File: config.mk
export PLATFORM = sky130hd
export DESIGN_NAME = rriot_timer
export DESIGN_NICKNAME = d
export VERILOG_FILES = /design/src/rtl/rriot_timer.sv
export SDC_FILE = /design/constraint.sdc
export NUM_CORES = 1
export LEC_CHECK = 0
export ABC_AREA = 1
export CORE_MARGIN = 2
export CORE_UTILIZATION = 49
export CTS_CLUSTER_SIZE = 30
export DETAILED_ROUTE_END_ITERATION = 8
export PLACE_DENSITY_LB_ADDON = 0.3
export SYNTH_ARGS = -nofsm -noshare
export SYNTH_HDL_FRONTEND = slang
export SYNTH_SLANG_ARGS = --single-unit
File: constraint.sdc
create_clock -name clk -period 3 [get_ports clk]
set_clock_uncertainty 0.2 [all_clocks]
set_input_delay 0.45 -clock clk [delete_from_list [all_inputs] [get_ports clk]]
set_output_delay 0.45 -clock clk [all_outputs]
set_load 0.02 [all_outputs]
File: src/rtl/rriot_timer.sv
// ---------------------------------------------------------------------------
// rriot_timer
//
// Programmable interval timer of the RRIOT. It shares chip-select, write
// strobe, address and data with the I/O port block. The timer does an 8-bit
// down-count through a prescaler with a divisor of 1, 8, 64 or 1024, sets a
// flag on underflow, and drives an active-low interrupt that the top level
// routes onto PB7.
//
// Optional feature (macro TIMER_IRQ_EN):
//   defined   : an irq_en register is loaded from A[3] on writes and timer
//               reads, and irq_n = ~(flag & irq_en).
//   undefined : there is no irq_en register, A[3] is ignored and irq_n is
//               tied to 1. The flag behaves the same in both builds and can
//               be read back with a flag read.
//
// Ports:
//   clk     in   1  system clock
//   rst_n   in   1  asynchronous active-low reset
//   enable  in   1  timer chip-select, already decoded; qualifies every access
//   we_n    in   1  0 = write, 1 = read (sampled only when enable=1)
//   A       in   4  write: A[1:0] divisor select (1/8/64/1024)
//                   read : A[0] 0 = timer count, 1 = flag
//                   A[3] IRQ enable; A[2] unused
//   DI      in   8  write data (new count)
//   DO      out  8  registered read data
//   OE      out  1  registered read-data valid / bus drive enable
//   irq_n   out  1  active-low interrupt (combinational)
//
// Bus protocol: an access is taken on the rising clock edge where
// enable=1. Read data appears on DO, with OE high, for the one cycle that
// follows the access edge. OE drops after any edge where enable=0 or a write
// occurs. DO keeps its last value while OE is low.
// ---------------------------------------------------------------------------
module rriot_timer (
   input  logic       clk,
   input  logic       rst_n,
   input  logic       enable,
   input  logic       we_n,
   input  logic [3:0] A,
   input  logic [7:0] DI,
   output logic [7:0] DO,
   output logic       OE,
   output logic       irq_n
);

   logic [7:0] count;
   logic [9:0] pre;       // prescale counter, counts 0 .. divisor-1
   logic [1:0] div_sel;   // 00:1 01:8 10:64 11:1024
   logic       flag;
   logic [9:0] pre_last;  // divisor-1 for the current selection
   logic       tick;
   logic       underflow;
   logic       wr;
   logic       rd_timer;
   logic       rd_flag;

   // Access decode
   assign wr       = enable & ~we_n;
   assign rd_timer = enable &  we_n & ~A[0];
   assign rd_flag  = enable &  we_n &  A[0];

   always_comb begin
      pre_last = 10'd0;
      case (div_sel)
         2'b00:   pre_last = 10'd0;
         2'b01:   pre_last = 10'd7;
         2'b10:   pre_last = 10'd63;
         default: pre_last = 10'd1023;
      endcase
   end

   assign tick      = (pre == pre_last);
   assign underflow = tick & (count == 8'h00);

   // Prescaler. A write restarts it from 0, so the first tick comes exactly
   // one divisor period after the write edge.
   always_ff @(posedge clk or negedge rst_n) begin
      if (!rst_n) begin
         pre <= 10'd0;
      end else if (wr || tick) begin
         pre <= 10'd0;
      end else begin
         pre <= pre + 10'd1;
      end
   end

   // Count and divisor. A write takes priority over a tick in the same
   // cycle. On underflow the count wraps from 00 to FF, and the divisor
   // drops to 1 until the next write so that the count runs every cycle.
   always_ff @(posedge clk or negedge rst_n) begin
      if (!rst_n) begin
         count   <= 8'hFF;
         div_sel <= 2'b00;
      end else if (wr) begin
         count   <= DI;
         div_sel <= A[1:0];
      end else if (tick) begin
         count <= count - 8'd1;
         if (underflow) begin
            div_sel <= 2'b00;
         end
      end
   end

   // Underflow flag. A write clears it. A timer read also clears it, but an
   // underflow in the same cycle wins and sets it.
   always_ff @(posedge clk or negedge rst_n) begin
      if (!rst_n) begin
         flag <= 1'b0;
      end else if (wr) begin
         flag <= 1'b0;
      end else if (underflow) begin
         flag <= 1'b1;
      end else if (rd_timer) begin
         flag <= 1'b0;
      end
   end

   // Read data path. A timer read returns the count as it was before any
   // decrement in the same cycle.
   always_ff @(posedge clk or negedge rst_n) begin
      if (!rst_n) begin
         DO <= 8'h00;
         OE <= 1'b0;
      end else begin
         OE <= rd_timer | rd_flag;
         if (rd_timer) begin
            DO <= count;
         end else if (rd_flag) begin
            DO <= {flag, 7'b0};
         end
      end
   end

`ifdef TIMER_IRQ_EN
   logic irq_en;

   always_ff @(posedge clk or negedge rst_n) begin
      if (!rst_n) begin
         irq_en <= 1'b0;
      end else if (wr || rd_timer) begin
         irq_en <= A[3];
      end
   end

   assign irq_n = ~(flag & irq_en);

   logic unused_bits;
   assign unused_bits = A[2];
`else
   assign irq_n = 1'b1;

   logic unused_bits;
   assign unused_bits = ^A[3:2];
`endif

endmodule

### Word-level counts from Yosys, hierarchy flattened

Cells that the tools add are included.

| storage, ports and cells | value |
|---|---|
| memory bits (writable) | 0 |
| bits in read-only memories | 0 |
| latch bits | 0 |
| word-level logic and storage cells | 39 |
| register bits after elaboration | 30 |
| bits of input ports | 16 |
| output and inout port bits | 10 |
| memories | 0 |

| operators by class | value |
|---|---|
| multiplexer cells | 12 |
| shifts and indexed selects | 0 |
| div/mod/pow operators | 0 |
| bitwise operators | 8 |
| reductions and logical operators | 8 |
| $mul | 0 |
| order comparisons | 0 |
| add/sub/neg operators | 2 |
| equal/unequal tests | 3 |

Operators by type and width:

| operator | count |
|---|---|
| 2-to-1 mux 8 bit | 4 |
| case mux 10 bit (3 select lines) | 1 |
| adder 10 x 1 -> 10 bit (second input constant) | 1 |
| equality test 10 bit | 1 |
| 2-to-1 mux 10 bit | 1 |
| zero test 8 bit | 1 |
| subtractor 8 x 1 -> 8 bit (second input constant) | 1 |
| 2-to-1 mux 2 bit | 3 |
| nonzero test 2 bit | 3 |
| bitwise AND 1 bit | 5 |
| 2-to-1 mux 1 bit | 3 |
| nonzero test 3 bit | 1 |
| equality test 2 x 1 -> 1 bit (second input constant) | 1 |
| equality test 2 bit (second input constant) | 1 |
| zero test 2 bit | 1 |
| inverter 1 bit | 2 |
| AND reduction 2 bit | 1 |
| logical OR 1 bit | 1 |
| bitwise OR 1 bit | 1 |

### Logic depth before layout (Yosys ltp)

Gate-level depths: netlist of the first run.

| logic depth | value |
|---|---|
| depth in word-level cells | 7 |
| gate-level depth with buffers | 10 |
| mapped depth without buffers | 9 |

### Least setup slack after synthesis of the first run

OpenSTA, ideal clock, no wires.

| timing path | value |
|---|---|
| path type | reg-to-reg |
| start point | register count[0] |
| end point | register count[4] |
| setup slack | 1.453 ns |
| arrival time | 1.286 ns |
| data required time | 2.739 ns |
| cell stages (with the launch flop) | 9 |
| period minus slack after synthesis | 1.547 ns |
| setup time | 0.061 ns |
| path buffers | 0 |
| path through | dfstp_2 inv_1 ha_1 inv_1 nor3_1 xor2_1 o21ai_0 nand2_1 nand2_1 |

| between the ends | value |
|---|---|
| cells in the longest elaborated chain, start to end | 3 |

Ends and longest elaborated chain:

| what | RTL line | text |
|---|---|---|
| start, declared | 47 | `logic [7:0] count;` |
| start signal, assigned | 99 | `count <= count - 8'd1;` |
| subtractor 8 x 1 -> 8 bit | 99 |  |
| 2-to-1 mux 8 bit | 98 | `end else if (tick) begin` |
| 2-to-1 mux 8 bit | 95 | `end else if (wr) begin` |

No other way between the ends. The select of a mux whose other input is x is not followed.
A chain may end at the register's enable or synchronous reset.

### Worst setup path after layout of the first run

| timing path | value |
|---|---|
| start point | register DO[0] |
| end point | output port DO[0] |

RTL lines:

| what | RTL line | text |
|---|---|---|
| start, declared | 42 | `output logic [7:0] DO,` |
| start signal, assigned | 129 | `DO <= count;` |
| start signal, assigned | 131 | `DO <= {flag, 7'b0};` |

No word-level cell between the ends.

==> results of run 1 <==
cell usage after synthesis (2+ instances only):
| cell | number | area share, % |
|---|---|---|
| inv_1 | 22 | 5.0 |
| nor3_2 | 2 | 1.2 |
| dfrtp_1 | 22 | 33 |
| buf_4 | 2 | 0.91 |
| dfstp_2 | 8 | 13 |
| nand2_2 | 3 | 1.1 |
| ha_1 | 3 | 2.3 |
| xor2_1 | 4 | 2.1 |
| nor2_1 | 24 | 5.4 |
| nand2_1 | 69 | 16 |
| clkbuf_1 | 2 | 0.45 |
| o21ai_0 | 15 | 4.5 |
| nand3_1 | 19 | 5.7 |
| xnor2_1 | 2 | 1.1 |
| nand4_1 | 2 | 0.76 |
| nor2_2 | 4 | 1.5 |
cell families (layout without fill, tap and decap cells):
family	Yosys count	count (layout)	synth area share (%)
xor gates and xnor gates	6	6	3.175
buffers and inverters	31	56	8.238
other	1	1	0.2265
DFF	30	30	45.96
and+or+nand+nor	127	127	33.41
adders and majority gates	3	3	2.268
AOI/OAI and AO/OA	20	20	6.727
routing by layer:
layer	track usage, %	wire, µm	up-vias
li1	-	-	728
met4	6.667	55	0
met3	5.616	127	7
met5	0	0	-
met1	23.43	1547	626
met2	28.53	1395	29
power by group:
part | leakage [nW] | total, mW | internal, mW | switching, mW
Combinational | 0.545 | 0.564 | 0.229 | 0.336
Clock | 0.0446 | 0.301 | 0.160 | 0.141
Sequential | 0.378 | 0.641 | 0.546 | 0.0948
Total | 0.967 | 1.51 | 0.935 | 0.571
per-stage QoR:
| stage | setup slack (ns) | instances | hold WS (ns) | total power, mW |
|---|---|---|---|---|
| floorplan | 1.453 | 218 | -0.04559 | 1.046 |
| global route | 0.9921 | 289 | 0.3305 | 1.629 |
| global placement | 0.8907 | 281 | 0.2656 | 1.196 |
| detailed placement | 0.8785 | 281 | 0.2728 | 1.212 |
| CTS | 1.018 | 289 | 0.2899 | 1.515 |
| finish | 1.034 | 289 | 0.2853 | 1.506 |
area by class of cell:
type / instances / share of cell area, %
repair buffers: 24 / 11.88
inverters: 24 / 4.548
multi-input cells: 157 / 38.28
well taps: 46 / 2.906
clock buffers: 8 / 3.980
flip-flops and latches: 30 / 38.41
flip-flops by register name, indices dropped and copies added (netlist names):
register  cells
count         8
DO            8
div_sel       2
pre          10
OE            1
flag          1
path summary, 6_finish.rpt:
kind	slack, ns	cells past startpoint	startpoint	to
worst max-delay path	1.03	1	DO[0]$_DFFE_PN0P_	DO[0]
max in group asynchronous	1.99	2	rst_n	count[7]$_DFFE_PN1N_
worst min register to register	0.29	1	pre[0]$_DFF_PN0_	pre[0]$_DFF_PN0_
worst min-delay path	0.29	2	rst_n	DO[0]$_DFFE_PN0P_
worst max register to register	1.16	9	div_sel[1]$_DFFE_PN0P_	count[7]$_DFFE_PN1N_
min in group clk	0.29	1	pre[0]$_DFF_PN0_	pre[0]$_DFF_PN0_
==> impl_metrics.json, run 1 <==
{
  "status": "completed",
  "cp_slowest_cell": "clkdlybuf4s50_1",
  "insertedDiodeCount": 0,
  "synth_edf_count": 0,
  "area_growth_syn_to_layout_pct": 19.65,
  "cts_tree": "done",
  "multi_input_area_um2": 758.2,
  "start_util_pct": 50.40,
  "vias_per_cell": 4.810,
  "fin_setup_tns_ns": 0,
  "drt_iter0_drc": 62,
  "finalNetCount": 261,
  "cts_resized": 0,
  "path_cells": "clkdlybuf4s50_1",
  "yosys.cell_types.count": 31,
  "rsz0062_at_grt": "no",
  "cts_made_buffers": 5,
  "mostFrequentLayoutCell": "nand2_1",
  "die_area_mm2": 0.003859,
  "synth-seq-cells": 30,
  "end_kind": "primary output",
  "grt_pass1_wl_mm": 5.533,
  "regArea_um2": 760.7,
  "path_clk_slew_ns": 0.10,
  "mostFrequentLayoutCells": "nand2_1 (69), nor2_1 (24), dfrtp_1 (22), inv_1 (22), clkdlybuf4s50_1 (22)",
  "cp.arrival_ns": 1.32,
  "critPathKind": "flip-flop to primary output",
  "cts-root-buf": "clkbuf_4",
  "yosys_warnings": 0,
  "pin_count": 26,
  "dieWidth_um": 62.12,
  "antenna_found_initial": 0,
  "async_flop_share_pct": 100.0,
  "grt_pass1_vias": 1290,
  "wire_per_inst_um": 10.82,
  "post_cts_buffers": 0,
  "synthCells": 218,
  "gr-total-overflow": 0,
  "first_pass_iters": 4,
  "slowest_delay_ns": 0.61,
  "nFillCells": 302,
  "synthesis.area_mm2": 0.001655,
  "cp_top_family": "buffers and inverters",
  "coreArea_mm2": 0.003284,
  "placed_area_mm2": 0.001902,
  "die_h_um": 62.12,
  "path_buf_inv": 1,
  "peakVddDrop_uv": 338.8,
  "drv_cap": 0,
  "crit_fanout": 2,
  "worstPathRequired_ns": 2.35,
  "h-tree-depth": 2,
  "drc": 0,
  "insertion_delay_ns": 0.34,
  "num_vias": 1390,
  "fin_crit_sh_pct": 65.54,
  "hold_buffers": 0,
  "std_cell_rows": 21,
  "io_buffers": 22,
  "yosysSeqAreaShare_pct": 45.96,
  "track_usage_pct": 18.05,
  "drive_gt1_share_pct": 13.17,
  "leakage_nw": 0.9674,
  "place_congestion": 0.8194,
  "ctsLongestPathBuffers": 2,
  "worstSetupStartpointType": "flip-flop",
  "setup_viol": 0,
  "drt-total-wl_mm": 3.126,
  "grt_max_degree": 31,
  "worstHoldPathType": "primary input to asynchronous set/reset pin",
  "synth_flop_cell": "dfrtp_1",
  "final_area_mm2": 0.001981,
  "avgSynthCellArea_um2": 7.593,
  "syn_nets": 237,
  "finalHoldViolCount": 0,
  "dp_hpwl_mm": 2.226,
  "final_util_pct": 60.30,
  "final_antenna_net_count": 0,
  "drv_slew": 0,
  "cts_sinks": 30,
  "timing.fmax_mhz": 508.6,
  "power_density_mw_per_mm2": 760.4,
  "finalCriticalPeriod_ns": 1.966
}
Power figures use the tool's default switching activity.
==> run 2: changes to the inputs <==
==> constraint.sdc (replaced) <==
create_clock -name clk -period 2 [get_ports clk]
set_clock_uncertainty 0.2 [all_clocks]
set_input_delay 0.3 -clock clk [delete_from_list [all_inputs] [get_ports clk]]
set_output_delay 0.3 -clock clk [all_outputs]
set_load 0.02 [all_outputs]
==> run 2 against run 1 <==
  * Highest routed layer unchanged
  * Clock power up 11%
  * Critical path depth unchanged
  * Critical endpoint unchanged
  * Final area down 0.63%
==> impl_metrics.json, run 2 (synthesis results as in run 1) <==
{
  "insertion_delay_ns": 0.32,
  "hold_buffers": 0,
  "num_vias": 1433,
  "grt_pass1_vias": 1372,
  "ctsLongestPathBuffers": 2,
  "peakVddDrop_uv": 603.1,
  "final_area_mm2": 0.001968,
  "drv_slew": 0,
  "cts_made_buffers": 5,
  "fin_crit_sh_pct": 89.81,
  "grt_max_degree": 31,
  "mostFrequentLayoutCell": "nand2_1",
  "post_cts_buffers": 0,
  "std_cell_rows": 21,
  "coreArea_mm2": 0.003284,
  "drt-total-wl_mm": 3.366,
  "path_clk_slew_ns": 0.09,
  "die_area_mm2": 0.003859,
  "wire_per_inst_um": 11.57,
  "die_h_um": 62.12,
  "rsz0062_at_grt": "no",
  "placed_area_mm2": 0.001917,
  "slowest_delay_ns": 0.60,
  "power_density_mw_per_mm2": 1103,
  "cp.arrival_ns": 1.30,
  "critPathKind": "flip-flop to primary output",
  "cts_sinks": 30,
  "vias_per_cell": 4.924,
  "area_growth_syn_to_layout_pct": 18.90,
  "antenna_found_initial": 0,
  "cp_slowest_cell": "clkdlybuf4s50_1",
  "fin_setup_tns_ns": 0,
  "worstPathRequired_ns": 1.50,
  "first_pass_iters": 4,
  "drc": 0,
  "worstSetupStartpointType": "flip-flop",
  "drv_cap": 0,
  "place_congestion": 0.8192,
  "largest_registers": "pre (10), DO (8), count (8)",
  "insertedDiodeCount": 0,
  "cp_top_family": "buffers and inverters",
  "final_util_pct": 59.92,
  "io_buffers": 22,
  "cts-root-buf": "clkbuf_4",
  "h-tree-depth": 2,
  "dp_hpwl_mm": 2.377,
  "status": "completed",
  "timing.fmax_mhz": 556.8,
  "gr-total-overflow": 0,
  "finalCriticalPeriod_ns": 1.796,
  "critPathLaunch": "DO[0]$_DFFE_PN0P_",
  "crit_fanout": 2,
  "track_usage_pct": 18.91,
  "pin_count": 26,
  "setup_viol": 0,
  "path_cells": "clkdlybuf4s50_1",
  "grt_pass1_wl_mm": 5.885,
  "worstReg2RegStart": "div_sel[1]$_DFFE_PN0P_",
  "dieWidth_um": 62.12,
  "mostFrequentLayoutCells": "nand2_1 (69), nor2_1 (24), dfrtp_1 (22), inv_1 (22), clkdlybuf4s50_1 (22)",
  "start_util_pct": 50.40,
  "finalNetCount": 263,
  "largest_reg_flops": 10,
  "cts_resized": 0,
  "largest-register": "pre",
  "worstHoldPathType": "primary input to asynchronous set/reset pin",
  "final_antenna_net_count": 0,
  "end_kind": "primary output",
  "cts_tree": "done",
  "drt_iter0_drc": 94,
  "drive_gt1_share_pct": 13.47,
  "nFillCells": 309,
  "leakage_nw": 0.9636,
  "finalHoldViolCount": 0,
  "path_buf_inv": 1
}
[run 2: final cells by class]
cell class                      count  area [µm²]  area share (%)
Inverter                           24       90.09           4.577
Tap cell                           46       57.56           2.924
Timing Repair Buffer               26       250.2           12.71
Sequential cell                    30       760.7           38.65
Clock inverter                      2       10.01          0.5086
Multi-Input combinational cell    157       758.2           38.53
Clock buffer                        6       41.29           2.098
[run 2: routing by layer]
layer	vias to the layer above	share of wire, %	track usage, %
met5	-	0	0
met4	0	1.5	6.944
met3	6	2.9	3.261
met2	30	46	30.71
met1	666	49	25.53
li1	731	-	-
[run 2: path summary, 6_finish.rpt]
check	slack, ns	to	cells past startpoint
setup / recovery	0.20	DO[0]	1
hold / removal	0.16	pre[7]$_DFF_PN0_	2
setup reg to reg	0.25	count[1]$_DFFE_PN1N_	9
hold reg to reg	0.29	count[1]$_DFFE_PN1N_	2
max in group asynchronous	1.12	count[3]$_DFFE_PN1N_	2
min in group clk	0.29	count[1]$_DFFE_PN1N_	2
[run 2: power by group]
part	internal, mW	switching [mW]
Combinational	0.350	0.523
Sequential	0.819	0.145
Clock	0.134	0.201
Total	1.30	0.869
[run 2: stage by stage]
step                hold slack, ns  power, mW  std cells  worst slack, ns
global route                0.1822      2.364        291          0.08486
CTS                         0.1649      2.181        291           0.1937
floorplan                  -0.1956      1.569        218           0.4529
finish                      0.1551      2.171        291           0.2039
global placement            0.2655      1.805        283           0.2297
detailed placement          0.2749      1.837        283           0.2107
==> run 3: changes to the inputs <==
--- a/config.mk
+++ b/config.mk
@@ -7,7 +7,7 @@
 export LEC_CHECK = 0
 export ABC_AREA = 1
 export CORE_MARGIN = 2
-export CORE_UTILIZATION = 49
+export CORE_UTILIZATION = 35
 export CTS_CLUSTER_SIZE = 30
 export DETAILED_ROUTE_END_ITERATION = 8
 export PLACE_DENSITY_LB_ADDON = 0.3
==> run 3 against run 2 <==
  * Worst hold slack gained 0.048 ns
  * Wire length down 2.8%
  * Non-clock buffer count stayed put
==> impl_metrics.json, run 3 (synthesis results as in run 1) <==
{
  "nFillCells": 472,
  "status": "completed",
  "post_cts_buffers": 0,
  "std_cell_rows": 25,
  "vias_per_cell": 4.676,
  "regArea_um2": 760.7,
  "grt_max_degree": 31,
  "coreArea_mm2": 0.004629,
  "largest_reg_flops": 10,
  "num_vias": 1398,
  "finalNetCount": 263,
  "multi_input_area_um2": 758.2,
  "dp_hpwl_mm": 2.414,
  "hold_ws_ns": 0.2034,
  "insertion_delay_ns": 0.28,
  "drive_gt1_share_pct": 13.88,
  "final_antenna_net_count": 0,
  "fin_crit_sh_pct": 87.01,
  "drt-total-wl_mm": 3.273,
  "drt_iter0_drc": 106,
  "cp.arrival_ns": 1.76,
  "grt_pass1_vias": 1243,
  "final_util_pct": 43.97,
  "path_buf_inv": 1,
  "finalCriticalPeriod_ns": 1.740,
  "drv_cap": 0,
  "fin_cells": 299,
  "largest_registers": "pre (10), DO (8), count (8)",
  "hold_buffers": 0,
  "critPathKind": "flip-flop to flip-flop",
  "path_cells": "nand2_2 > clkinv_1 > nand2_1 > nand2_1 > nor2_2 > nand3_2 > nand2_4 > nand2_1 > nand2_1",
  "dp.cells": 291,
  "drc": 0,
  "path_clk_slew_ns": 0.07,
  "power_density_mw_per_mm2": 1182,
  "power_mw": 2.406,
  "cts-root-buf": "clkbuf_8",
  "wire_per_inst_um": 10.95,
  "first_pass_iters": 4,
  "largest-register": "pre",
  "rsz0062_at_grt": "no",
  "track_usage_pct": 14.36,
  "slowest_delay_ns": 0.45,
  "end_kind": "flip-flop",
  "start_util_pct": 35.76,
  "die_h_um": 72.77,
  "antenna_found_initial": 0,
  "gr-total-overflow": 0,
  "cts_resized": 0,
  "io_buffers": 22,
  "h-tree-depth": 2,
  "cp_slowest_cell": "dfrtp_1",
  "insertedDiodeCount": 0,
  "worstPathRequired_ns": 2.02,
  "pin_count": 26,
  "mostFrequentLayoutCell": "nand2_1",
  "drv_slew": 0,
  "leakage_nw": 0.9895,
  "cts_sinks": 30,
  "die_area_mm2": 0.005295,
  "setup_viol": 0,
  "area_growth_syn_to_layout_pct": 22.98,
  "grt_pass1_wl_mm": 5.789,
  "timing.fmax_mhz": 574.6,
  "peakVddDrop_uv": 353.8,
  "mostFrequentLayoutCells": "nand2_1 (69), nor2_1 (24), dfrtp_1 (22), inv_1 (22), clkdlybuf4s50_1 (22)",
  "crit_fanout": 16,
  "ctsLongestPathBuffers": 2,
  "worstSetupStartpointType": "flip-flop",
  "place_congestion": 0.8298,
  "dieWidth_um": 72.77,
  "finalHoldViolCount": 0,
  "crit_top_cell": "nand2_1",
  "worstHoldPathType": "primary input to asynchronous set/reset pin",
  "cts_made_buffers": 5,
  "cp_top_family": "simple AND/OR/NAND/NOR gates",
  "fin_setup_tns_ns": 0,
  "cts_tree": "done"
}
-- run 3: cell count changes in the layout (fill, tap and decap cells not counted) --
cell,change
bufinv_16,+1
clkbuf_4,-5
clkbuf_1,-1
clkbuf_8,+5
-- run 3: final cells by class --
class / count / area share [%]
sequential: 30 / 37.37
multi-input combinational: 157 / 37.25
timing repair buffer: 26 / 12.29
inverter: 24 / 4.425
clock buffer: 5 / 3.380
tap: 54 / 3.319
clock inverter: 3 / 1.967
-- run 3: worst paths after layout --
| check | start | end | slack (ns) | depth (start not counted) |
|---|---|---|---|---|
| setup reg to reg | div_sel[1]$_DFFE_PN0P_ | count[0]$_DFFE_PN1N_ | 0.26 | 9 |
| min in group clk | DO[6]$_DFFE_PN0P_ | DO[6]$_DFFE_PN0P_ | 0.28 | 2 |
| setup / recovery | div_sel[1]$_DFFE_PN0P_ | count[0]$_DFFE_PN1N_ | 0.26 | 9 |
| hold / removal | rst_n | DO[4]$_DFFE_PN0P_ | 0.20 | 2 |
| max in group asynchronous | rst_n | count[5]$_DFFE_PN1N_ | 1.07 | 2 |
| hold reg to reg | DO[6]$_DFFE_PN0P_ | DO[6]$_DFFE_PN0P_ | 0.28 | 2 |
-- run 3: stage by stage --
step | cell area (µm²) | setup WS (ns)
5_1_grt | 2036 | 0.003527
6_report | 2036 | 0.2598
2_1_floorplan | 1655 | 0.4529
3_5_place_dp | 1927 | 0.2129
4_1_cts | 2036 | 0.2141
3_3_place_gp | 1927 | 0.2227
-- run 3: report_power, final --
part | leakage (nW) | switching (mW) | total, mW | internal, mW
clock | 0.0579 | 0.226 | 0.592 | 0.366
sequential | 0.378 | 0.143 | 0.964 | 0.821
combinational | 0.554 | 0.502 | 0.851 | 0.349
-- run 3: routing by layer --
layer | up-vias | track usage (%) | wire length (µm)
met3 | 6 | 3.867 | 133
met2 | 28 | 20.30 | 1457
met1 | 631 | 20.80 | 1620
met4 | 0 | 5.556 | 62
met5 | - | 0 | 0
li1 | 733 | - | -
-- run 3: worst register-to-register path, stage by stage (launching register included) --
cell and delay (ns):
dfrtp_1 0.45, nand2_2 0.11, clkinv_1 0.09, nand2_1 0.07, nand2_1 0.05, nor2_2 0.13
nand3_2 0.19, nand2_4 0.25, nand2_1 0.08, nand2_1 0.07
